## config.mk

```make
export PLATFORM = sky130hd
export DESIGN_NAME = bridge_rdata_fifo
export DESIGN_NICKNAME = d
export VERILOG_FILES = /design/src/rtl/bridge_pkg.sv /design/src/rtl/bridge_rdata_fifo_mem.sv /design/src/rtl/bridge_rdata_fifo.sv
export SDC_FILE = /design/constraint.sdc
export NUM_CORES = 1
export LEC_CHECK = 0
export ABC_AREA = 1
export CAP_MARGIN = 25
export CORE_MARGIN = 2
export CORE_UTILIZATION = 25
export DETAILED_ROUTE_END_ITERATION = 8
export MAX_ROUTING_LAYER = met4
export SLEW_MARGIN = 0
export SYNTH_ARGS = -nofsm -noshare
export SYNTH_HDL_FRONTEND = slang
export SYNTH_HIERARCHICAL = 1
export SYNTH_SLANG_ARGS = --single-unit
```

## constraint.sdc

```tcl
create_clock -name clk -period 3.75 [get_ports clk]
set_input_delay 0.75 -clock clk [delete_from_list [all_inputs] [get_ports clk]]
set_output_delay 0.75 -clock clk [all_outputs]
set_load 0.01 [all_outputs]
```

## src/rtl/bridge_pkg.sv

```systemverilog
// ---------------------------------------------------------------------------
// bridge_pkg
//   Constants shared by the USB-to-HEEP bridge (bridge2xheep), its read-data
//   FIFO and the host register block.
//   - BRIDGE_DATA_W / BRIDGE_RDFIFO_DEPTH : default read-FIFO geometry.
//   - STAT_RDFIFO_* : bit positions of the read-FIFO flags inside the bridge
//     status register.
// ---------------------------------------------------------------------------
package bridge_pkg;

  localparam int BRIDGE_DATA_W       = 32;
  localparam int BRIDGE_RDFIFO_DEPTH = 8;

  localparam int STAT_RDFIFO_NEMPTY  = 0;
  localparam int STAT_RDFIFO_FULL    = 1;
  localparam int STAT_RDFIFO_OVF     = 2;
  localparam int STAT_RDFIFO_W       = 3;

  // Packs the read-FIFO flags into their status-register slice.
  function automatic logic [STAT_RDFIFO_W-1:0] rdfifo_status(
    input logic nempty,
    input logic full,
    input logic ovf
  );
    logic [STAT_RDFIFO_W-1:0] stat;
    stat                     = {STAT_RDFIFO_W{1'b0}};
    stat[STAT_RDFIFO_NEMPTY] = nempty;
    stat[STAT_RDFIFO_FULL]   = full;
    stat[STAT_RDFIFO_OVF]    = ovf;
    return stat;
  endfunction

endpackage

```

## src/rtl/bridge_rdata_fifo_mem.sv

```systemverilog
// ---------------------------------------------------------------------------
// bridge_rdata_fifo_mem
//   pDEPTH x pDATA_WIDTH register array for the bridge read-data FIFO.
//   One synchronous write port, one asynchronous read port.
// Ports
//   clk       : heep_clk domain clock
//   rst_n     : async reset, active low (array cleared)
//   wr_en_i   : write strobe
//   wr_addr_i : write address
//   wr_data_i : write data
//   rd_addr_i : read address
//   rd_data_o : read data (combinational from the array)
// ---------------------------------------------------------------------------
module bridge_rdata_fifo_mem #(
  parameter int pDATA_WIDTH = 32,
  parameter int pDEPTH      = 8,
  parameter int pPTR_WIDTH  = $clog2(pDEPTH)
) (
  input  logic                   clk,
  input  logic                   rst_n,
  input  logic                   wr_en_i,
  input  logic [pPTR_WIDTH-1:0]  wr_addr_i,
  input  logic [pDATA_WIDTH-1:0] wr_data_i,
  input  logic [pPTR_WIDTH-1:0]  rd_addr_i,
  output logic [pDATA_WIDTH-1:0] rd_data_o
);

  logic [pDATA_WIDTH-1:0] mem_q [pDEPTH];

  // Storage array: cleared on reset so the read port never shows X.
  always_ff @(posedge clk or negedge rst_n) begin
    if (!rst_n) begin
      for (int i = 0; i < pDEPTH; i++) begin
        mem_q[i] <= {pDATA_WIDTH{1'b0}};
      end
    end else if (wr_en_i) begin
      mem_q[wr_addr_i] <= wr_data_i;
    end
  end

  assign rd_data_o = mem_q[rd_addr_i];

endmodule

```

## src/rtl/bridge_rdata_fifo.sv

```systemverilog
// ---------------------------------------------------------------------------
// bridge_rdata_fifo
//   Show-ahead read-response FIFO downstream of the USB-to-HEEP bridge.
//   Captures every OBI read word (obi_rvalid_i/obi_rdata_i) and lets the host
//   register block drain them at USB pace. Reports level, full and a sticky
//   overflow flag for the bridge status register.
//
//   Optional feature macro: BRIDGE_RDFIFO_STATS_EN
//     defined   -> drop_count_o port + saturating 8-bit dropped-word counter
//     undefined -> no counter; overflow_o is the only loss indication
//
// Ports
//   clk          : heep_clk domain clock
//   rst_n        : async reset, active low
//   obi_rvalid_i : bridge read data valid (one pulse per word)
//   obi_rdata_i  : bridge read data
//   pop_i        : host consumed the head word
//   clear_i      : synchronous flush (wins over same-cycle push/pop)
//   head_data_o  : oldest stored word, 0 when empty
//   head_valid_o : FIFO non-empty
//   count_o      : number of stored words (0..pDEPTH)
//   full_o       : count_o == pDEPTH
//   overflow_o   : sticky, a word was dropped while full
//   drop_count_o : dropped-word counter (BRIDGE_RDFIFO_STATS_EN only)
// ---------------------------------------------------------------------------
module bridge_rdata_fifo
  import bridge_pkg::*;
#(
  parameter int pDATA_WIDTH = BRIDGE_DATA_W,
  parameter int pDEPTH      = BRIDGE_RDFIFO_DEPTH,
  parameter int pCNT_WIDTH  = $clog2(pDEPTH) + 1
) (
  input  logic                   clk,
  input  logic                   rst_n,
  input  logic                   obi_rvalid_i,
  input  logic [pDATA_WIDTH-1:0] obi_rdata_i,
  input  logic                   pop_i,
  input  logic                   clear_i,
  output logic [pDATA_WIDTH-1:0] head_data_o,
  output logic                   head_valid_o,
  output logic [pCNT_WIDTH-1:0]  count_o,
  output logic                   full_o,
  output logic                   overflow_o
`ifdef BRIDGE_RDFIFO_STATS_EN
  ,
  output logic [7:0]             drop_count_o
`endif
);

  localparam int                    PTR_W    = $clog2(pDEPTH);
  localparam logic [pCNT_WIDTH-1:0] CNT_FULL = pCNT_WIDTH'(pDEPTH);
  localparam logic [pCNT_WIDTH-1:0] CNT_ONE  = pCNT_WIDTH'(1);
  localparam logic [pCNT_WIDTH-1:0] CNT_ZERO = pCNT_WIDTH'(0);
  localparam logic [PTR_W-1:0]      PTR_ONE  = PTR_W'(1);
  localparam logic [PTR_W-1:0]      PTR_ZERO = PTR_W'(0);

  logic [PTR_W-1:0]       wr_ptr_q, wr_ptr_d;
  logic [PTR_W-1:0]       rd_ptr_q, rd_ptr_d;
  logic [pCNT_WIDTH-1:0]  count_q, count_d;
  logic                   overflow_q, overflow_d;

  logic                   empty_s;
  logic                   full_s;
  logic                   pop_acc_s;
  logic                   push_acc_s;
  logic                   drop_s;
  logic                   wr_en_s;
  logic [pDATA_WIDTH-1:0] rd_data_s;

  // count_q is the register of record; both flags are decoded from it.
  assign empty_s    = (count_q == CNT_ZERO);
  assign full_s     = (count_q == CNT_FULL);

  // A pop frees a slot in the same cycle, so a full FIFO can still accept
  // a word when the host pops. An empty FIFO ignores the pop.
  assign pop_acc_s  = pop_i && !empty_s;
  assign push_acc_s = obi_rvalid_i && (!full_s || pop_acc_s);
  assign drop_s     = obi_rvalid_i && full_s && !pop_acc_s;
  assign wr_en_s    = push_acc_s && !clear_i;

  bridge_rdata_fifo_mem #(
    .pDATA_WIDTH (pDATA_WIDTH),
    .pDEPTH      (pDEPTH),
    .pPTR_WIDTH  (PTR_W)
  ) u_mem (
    .clk       (clk),
    .rst_n     (rst_n),
    .wr_en_i   (wr_en_s),
    .wr_addr_i (wr_ptr_q),
    .wr_data_i (obi_rdata_i),
    .rd_addr_i (rd_ptr_q),
    .rd_data_o (rd_data_s)
  );

  // Next-state for pointers, level and sticky overflow; clear wins over all.
  always_comb begin
    wr_ptr_d   = wr_ptr_q;
    rd_ptr_d   = rd_ptr_q;
    count_d    = count_q;
    overflow_d = overflow_q;
    if (clear_i) begin
      wr_ptr_d   = PTR_ZERO;
      rd_ptr_d   = PTR_ZERO;
      count_d    = CNT_ZERO;
      overflow_d = 1'b0;
    end else begin
      if (push_acc_s) begin
        wr_ptr_d = wr_ptr_q + PTR_ONE;
      end else begin
        wr_ptr_d = wr_ptr_q;
      end
      if (pop_acc_s) begin
        rd_ptr_d = rd_ptr_q + PTR_ONE;
      end else begin
        rd_ptr_d = rd_ptr_q;
      end
      case ({push_acc_s, pop_acc_s})
        2'b10:   count_d = count_q + CNT_ONE;
        2'b01:   count_d = count_q - CNT_ONE;
        default: count_d = count_q;
      endcase
      if (drop_s) begin
        overflow_d = 1'b1;
      end else begin
        overflow_d = overflow_q;
      end
    end
  end

  // State registers for pointers, level and overflow flag.
  always_ff @(posedge clk or negedge rst_n) begin
    if (!rst_n) begin
      wr_ptr_q   <= PTR_ZERO;
      rd_ptr_q   <= PTR_ZERO;
      count_q    <= CNT_ZERO;
      overflow_q <= 1'b0;
    end else begin
      wr_ptr_q   <= wr_ptr_d;
      rd_ptr_q   <= rd_ptr_d;
      count_q    <= count_d;
      overflow_q <= overflow_d;
    end
  end

`ifdef BRIDGE_RDFIFO_STATS_EN
  logic [7:0] drop_cnt_q, drop_cnt_d;

  // Saturating dropped-word counter; a drop coinciding with clear is not counted.
  always_comb begin
    drop_cnt_d = drop_cnt_q;
    if (clear_i) begin
      drop_cnt_d = 8'h00;
    end else if (drop_s && (drop_cnt_q != 8'hFF)) begin
      drop_cnt_d = drop_cnt_q + 8'h01;
    end else begin
      drop_cnt_d = drop_cnt_q;
    end
  end

  // Dropped-word counter register.
  always_ff @(posedge clk or negedge rst_n) begin
    if (!rst_n) begin
      drop_cnt_q <= 8'h00;
    end else begin
      drop_cnt_q <= drop_cnt_d;
    end
  end

  assign drop_count_o = drop_cnt_q;
`endif

  assign count_o      = count_q;
  assign full_o       = full_s;
  assign head_valid_o = !empty_s;
  assign overflow_o   = overflow_q;
  assign head_data_o  = empty_s ? {pDATA_WIDTH{1'b0}} : rd_data_s;

endmodule

```

==> results of run 1 <==
path summary, 6_finish.rpt:
check,start,endpoint,slack (ns),cells after the start
worst min-delay path,rst_n,u_mem/mem_q[10],0.20,1
worst max-delay path,rd_ptr_q[1],head_data_o[1],0.34,8
worst max register to register,count_o[0],u_mem/mem_q[71],1.37,12
min in group clk,u_mem/mem_q[33],u_mem/mem_q[33],0.48,2
worst min register to register,u_mem/mem_q[33],u_mem/mem_q[33],0.48,2
max in group asynchronous,rst_n,u_mem/mem_q[26],2.70,2
layer usage:
layer  GRT usage [%]  wire length [um]  up-vias
met5               -                 0        -
met4            2.53               553        0
met3            1.85              1460       39
met2            22.0             16600      239
met1            17.2             16300     5257
li1                -                 -     5686
Yosys cell counts (all sizes together):
master	n	area (sq um)
nor3	1	16.3
inv	342	1280
buf	60	294
nand3	137	706
dfrtp	267	6680
clkinv	1	3.75
nand4	3	18.8
ha	4	50.1
nand3b	1	7.51
o22ai	1	6.26
o21ai	260	1300
o21a	2	15.0
nor2	45	184
clkbuf	39	150
nand2	698	2650
xor2	2	17.5
a21oi	4	20.0
critical path: stages (launching register included):
cell and delay, ns:
dfrtp_2 0.39, buf_4 0.52, nand3_1 0.14, nand2_1 0.09, nand2_1 0.06, nand2_1 0.08
inv_1 0.06, nor2_1 0.17, clkdlybuf4s50_1 0.57
metrics by stage:
stage | setup WS (ns) | area, sq um
2_1_floorplan | 1.69 | 13400
3_3_place_gp | 0.750 | 14900
3_5_place_dp | 0.667 | 14900
4_1_cts | 0.104 | 15900
5_1_grt | 0.133 | 15900
6_report | 0.339 | 15900
placed cells by master, fill, tap and decap left out, drive strengths merged, types with 4 or more instances in the layout:
master         Yosys  routed
nand2            698     698
inv              342     341
dfrtp            267     267
o21ai            260     260
nand3            137     137
clkdlybuf4s50      0      74
nor2              45      45
clkbuf            39      36
buf               60      28
clkinv             1      10
bufinv             0       5
a21oi              4       4
ha                 4       4
power by group through the flow:
stage	Clock [mW]	Combinational (mW)	Sequential, mW
6_report	3.05	5.11	4.39
5_1_grt	3.25	5.95	4.52
4_1_cts	3.14	5.21	4.39
3_5_place_dp	0	5.18	4.43
3_3_place_gp	0	5.07	4.38
2_1_floorplan	0	3.39	4.28
cells by family (layout without fill, tap and decap cells):
kind of cell,after synthesis,count (layout),share of synthesized area [%]
AND/OR/NAND/NOR,885,885,26.7
AO/OA/AOI/OAI,267,267,10.0
XOR/XNOR,2,2,0.131
buffers and inverters,442,497,12.9
adder cells (fa/ha/maj),4,4,0.373
flip-flops,267,267,49.8
state kept, by name, summed over array words and instances, names as in the netlist:
| signal | cells |
|---|---|
| u_mem/mem_q | 256 |
| count_o | 4 |
| rd_ptr_q | 3 |
| wr_ptr_q | 3 |
| overflow_o | 1 |
final cells by class:
| type | instances | area (sq um) | area share (%) |
|---|---|---|---|
| multi-input cells | 1158 | 5000 | 31.4 |
| clock buffers | 36 | 812 | 5.10 |
| inverters | 343 | 1290 | 8.13 |
| clock inverters | 16 | 210 | 1.32 |
| well taps | 688 | 861 | 5.41 |
| flip-flops and latches | 267 | 6690 | 42.0 |
| repair buffers | 102 | 1060 | 6.65 |
==> flow_summary.toml, run 1 <==
[outcome]
status = "completed"

[final_layout]
nFillCells = 5658
fin_util_pct = 30.2
area_delta_synth_final_pct = 18.8
fin_nets = 1941
antenna_cells = 0
layoutNonFillerInstCount = 2610
drive_above_1_share_pct = 5.57

[global_route]
grt_max_degree = 84
grt_first_pass_wirelength_um = 58500
grt_pass1_vias = 11000
grt_usage_pct = 13.2
grt_overflow = 0
grt_antenna_before_repair = 0

[hold_path]
hp-class = "input port to asynchronous set/reset pin"

[floorplan]
dieArea_sq_um = 55500
die_x_um = 236
start_util_pct = 25.4
placementRows = 84
fp.coreArea_sq_um = 52800
io_pins = 76
die_h_um = 236

[yosys]
ys_seq_elements = 267
ys_warn_count = 6
avgSynthCellArea_sq_um = 7.18
seq_area_frac_synth_pct = 49.8
syn_inst = 1867
synthesis.nets = 1908
syn_area_sq_um = 13400
ys_types = 27

[clock_tree]
cts_buffers = 28
cts_tree = "built"
cts_resized = 0
clk_latency_ns = 0.55
cts_buffer_depth = 3
postCtsSetupBuffers = 0
cts_hold_repair.buffers = 0
cts.sinks = 267
cts-root-buf = "clkbuf_16"
htreeDepth = 1
clk_pin_slew_ns = 0.06

[worst_setup_path]
cp_data_arrival_time_ns = 2.66
worstSetupEndpointType = "primary output"
cp_data_required_time_ns = 3.00
worstPathMaxFanout = 41
start_kind = "register"
crit_type = "register to primary output"

[timing]
slew_violations = 0
tightest_slew_ns = 0.692
min_period_over_period_pct = 90.9
relSlewSlack_pct = 53.8
fmax_mhz = 293
whs_ns = 0.202
setup_viol = 0
fin_crit_ns = 3.41
final_hold_viol_count = 0
rsz0062_at_grt = "no"
finalSetupTns_ns = 0
fin_skew_ns = 0.0102

[route]
first_pass_iters = 5
vias = 11200
detail-route-antenna-nets = 0
wl_per_cell_um = 13.4
drt-initial-drc-count = 773
routed_wl_um = 34900
drc = 0
vias_per_cell = 4.30

[pwr]
clkPwrFrac_pct = 24.3
p_int_mw = 7.76
power_mw = 12.6
p_switching_mw = 4.79
leakagePower_nw = 8.14
combPwrFrac_pct = 40.7
powerDensity_nw_per_um2 = 788
ir_worst_vdd_uv = 380
swShare_pct = 38.2
p_seq_share_pct = 35.0

[placed_design]
portBuffers = 75
place.detailed.hpwl_um = 20900
placed_cells = 2558
gp_congestion = 0.774

[run]
max-cap-violations = 0
Power figures use the tool's default switching activity.
==> run 2, diff against run 1 <==
--- a/config.mk
+++ b/config.mk
@@ -7,10 +7,13 @@
 export LEC_CHECK = 0
 export ABC_AREA = 1
 export CAP_MARGIN = 25
+export CELL_PAD_IN_SITES_DETAIL_PLACEMENT = 0
+export CELL_PAD_IN_SITES_GLOBAL_PLACEMENT = 1
 export CORE_MARGIN = 2
 export CORE_UTILIZATION = 25
 export DETAILED_ROUTE_END_ITERATION = 8
 export MAX_ROUTING_LAYER = met4
+export PLACE_DENSITY_LB_ADDON = 0.1
 export SLEW_MARGIN = 0
 export SYNTH_ARGS = -nofsm -noshare
 export SYNTH_HDL_FRONTEND = slang
==> constraint.sdc (replaced) <==
create_clock -name clk -period 3.09 [get_ports clk]
set_input_delay 0.618 -clock clk [delete_from_list [all_inputs] [get_ports clk]]
set_output_delay 0.618 -clock clk [all_outputs]
set_load 0.01 [all_outputs]
==> run 2 against run 1 <==
Net effect:
- cell area up 3.4%
- die area unchanged
- worst hold slack better by 0.28 ns
- critical endpoint is now head_data_o[20]
- core utilization up 1.0 points
- routed wire length up 25%
- largest cell class unchanged
- sequential cell count unchanged
- critical path depth up 2
- final cell count up 1.1%
- sequential share of layout area down 1.4 points
- clock-buffer cell count up 11
==> flow_summary.toml, run 2 (synthesis gave the netlist of run 1 again) <==
[floorplan]
dieArea_sq_um = 55500
die_x_um = 236
start_util_pct = 25.4
placementRows = 84
io_pins = 76
fp.coreArea_sq_um = 52800
die_h_um = 236

[placed_design]
dpl_worst_slack_ns = 0.302
gp_congestion = 0.745
place.detailed.hpwl_um = 24600
placed_cells = 2573
portBuffers = 75

[route]
vias = 11300
detail-route-antenna-nets = 0
drt-initial-drc-count = 666
wl_per_cell_um = 16.5
routed_wl_um = 43600
drc = 0
first_pass_iters = 7
vias_per_cell = 4.30

[worst_setup_path]
worstPathMaxFanout = 25
path_buf_inv = 4
cpPeakStageDelay_ns = 0.59
crit_type = "register to primary output"
crit_top_cell = "nand2_1"
r2r_start = "count_o[3]"
crit_start = "rd_ptr_q[0]"
slowest_stage = "dfrtp_4"
cp_data_arrival_time_ns = 2.32
cp_data_required_time_ns = 2.47
start_kind = "register"
crit_chain = "buf_4 -> buf_16 -> nand2_1 -> nand3_1 -> nand2_1 -> nand2_1 -> nand2_1 -> inv_1 -> nor2_1 -> clkdlybuf4s15_1"
path_delay_family = "buffers and inverters"
worstSetupEndpointType = "primary output"

[hold_path]
min_from = "u_mem/mem_q[202]"
hp-class = "register to register"

[global_route]
grt_pass1_vias = 11600
grt_overflow = 0
grt_usage_pct = 16.7
grt_antenna_before_repair = 0
grt_first_pass_wirelength_um = 69600
grt_max_degree = 65

[pwr]
leakagePower_nw = 8.51
power_mw = 16.1
powerDensity_nw_per_um2 = 979
ir_worst_vdd_uv = 332

[final_layout]
layoutNonFillerInstCount = 2640
drive_above_1_share_pct = 6.61
final_cell_mix = "688 x nand2_1, 337 x inv_1, 265 x dfrtp_1"
fin_nets = 1970
largest_reg_flops = 256
final_common_cell = "nand2_1"
seqCellArea_sq_um = 6690
nFillCells = 5824
top_register = "u_mem/mem_q"
multi_input_area_sq_um = 5000
area_delta_synth_final_pct = 22.8

[timing]
relSlewSlack_pct = 57.4
fin_skew_ns = 0.0125
slew_violations = 0
rsz0062_at_grt = "no"
tightest_slew_ns = 0.639
setup_viol = 0
fin_crit_ns = 2.93
fin_ws_ns = 0.156
final_hold_viol_count = 0
min_period_over_period_pct = 95.0
whs_ns = 0.480
fmax_mhz = 341
finalSetupTns_ns = 0

[clock_tree]
cts_buffers = 36
cts.sinks = 267
clk_latency_ns = 0.54
htreeDepth = 2
clk_pin_slew_ns = 0.06
cts_tree = "built"
cts_buffer_depth = 3
cts-root-buf = "clkbuf_16"

[outcome]
status = "completed"

[run]
max-cap-violations = 0
-- run 2: repair_timing --
action / in CTS / in global routing
gates resized for setup: 44 / 1
buffers inserted: 2 / 0
hold endpoints to repair: 7 / 0
gates cloned: 3 / 0
pin swaps: 0 / 0
hold buffers: 1 / 0
setup endpoints to repair: 32 / 1
-- run 2: layout make-up --
| type | instances | area share (%) |
|---|---|---|
| Multi-Input combinational cell | 1158 | 30.4 |
| Sequential cell | 267 | 40.6 |
| Inverter | 343 | 7.90 |
| Clock buffer | 47 | 6.04 |
| Clock inverter | 13 | 1.35 |
| Tap cell | 688 | 5.23 |
| Antenna cell | 1 | 0.0152 |
| Timing Repair Buffer | 123 | 8.43 |
-- run 2: worst paths after layout --
path,slack [ns],to,cells past startpoint
max in group asynchronous,1.70,u_mem/mem_q[130],3
hold reg to reg,0.48,u_mem/mem_q[202],2
hold / removal,0.48,u_mem/mem_q[202],2
setup reg to reg,0.87,u_mem/mem_q[135],11
setup / recovery,0.16,head_data_o[20],10
min in group asynchronous,0.61,u_mem/mem_q[76],2
-- run 2: per-layer routing --
metal	up-vias	wire length, um	global-route usage, %
li1	5764	-	-
met1	5363	22200	23.0
met2	152	19400	26.0
met3	62	1110	2.09
met4	0	826	4.19
met5	-	0	-
-- run 2: power breakdown --
group          internal [mW]  switching, mW
sequential              4.66          0.653
clock                   2.76           1.65
combinational           2.50           3.88
-- run 2: worst register-to-register path, stage by stage (launching register included) --
cell and delay [ns]:
dfrtp_1 0.45, nor2_2 0.15, nand2_4 0.10, nand2_4 0.10, nand2_1 0.08, nand2_2 0.09, nor2_2 0.06, nand2_1 0.13
inv_1 0.11, nand2_2 0.08, buf_4 0.52, o21ai_0 0.20
-- run 2: metrics by stage --
step	utilization (%)	area (sq um)
floorplan	-	13400
global placement	28.7	15100
detailed placement	28.7	15100
CTS	31.2	16500
global route	31.2	16500
finish	31.2	16500
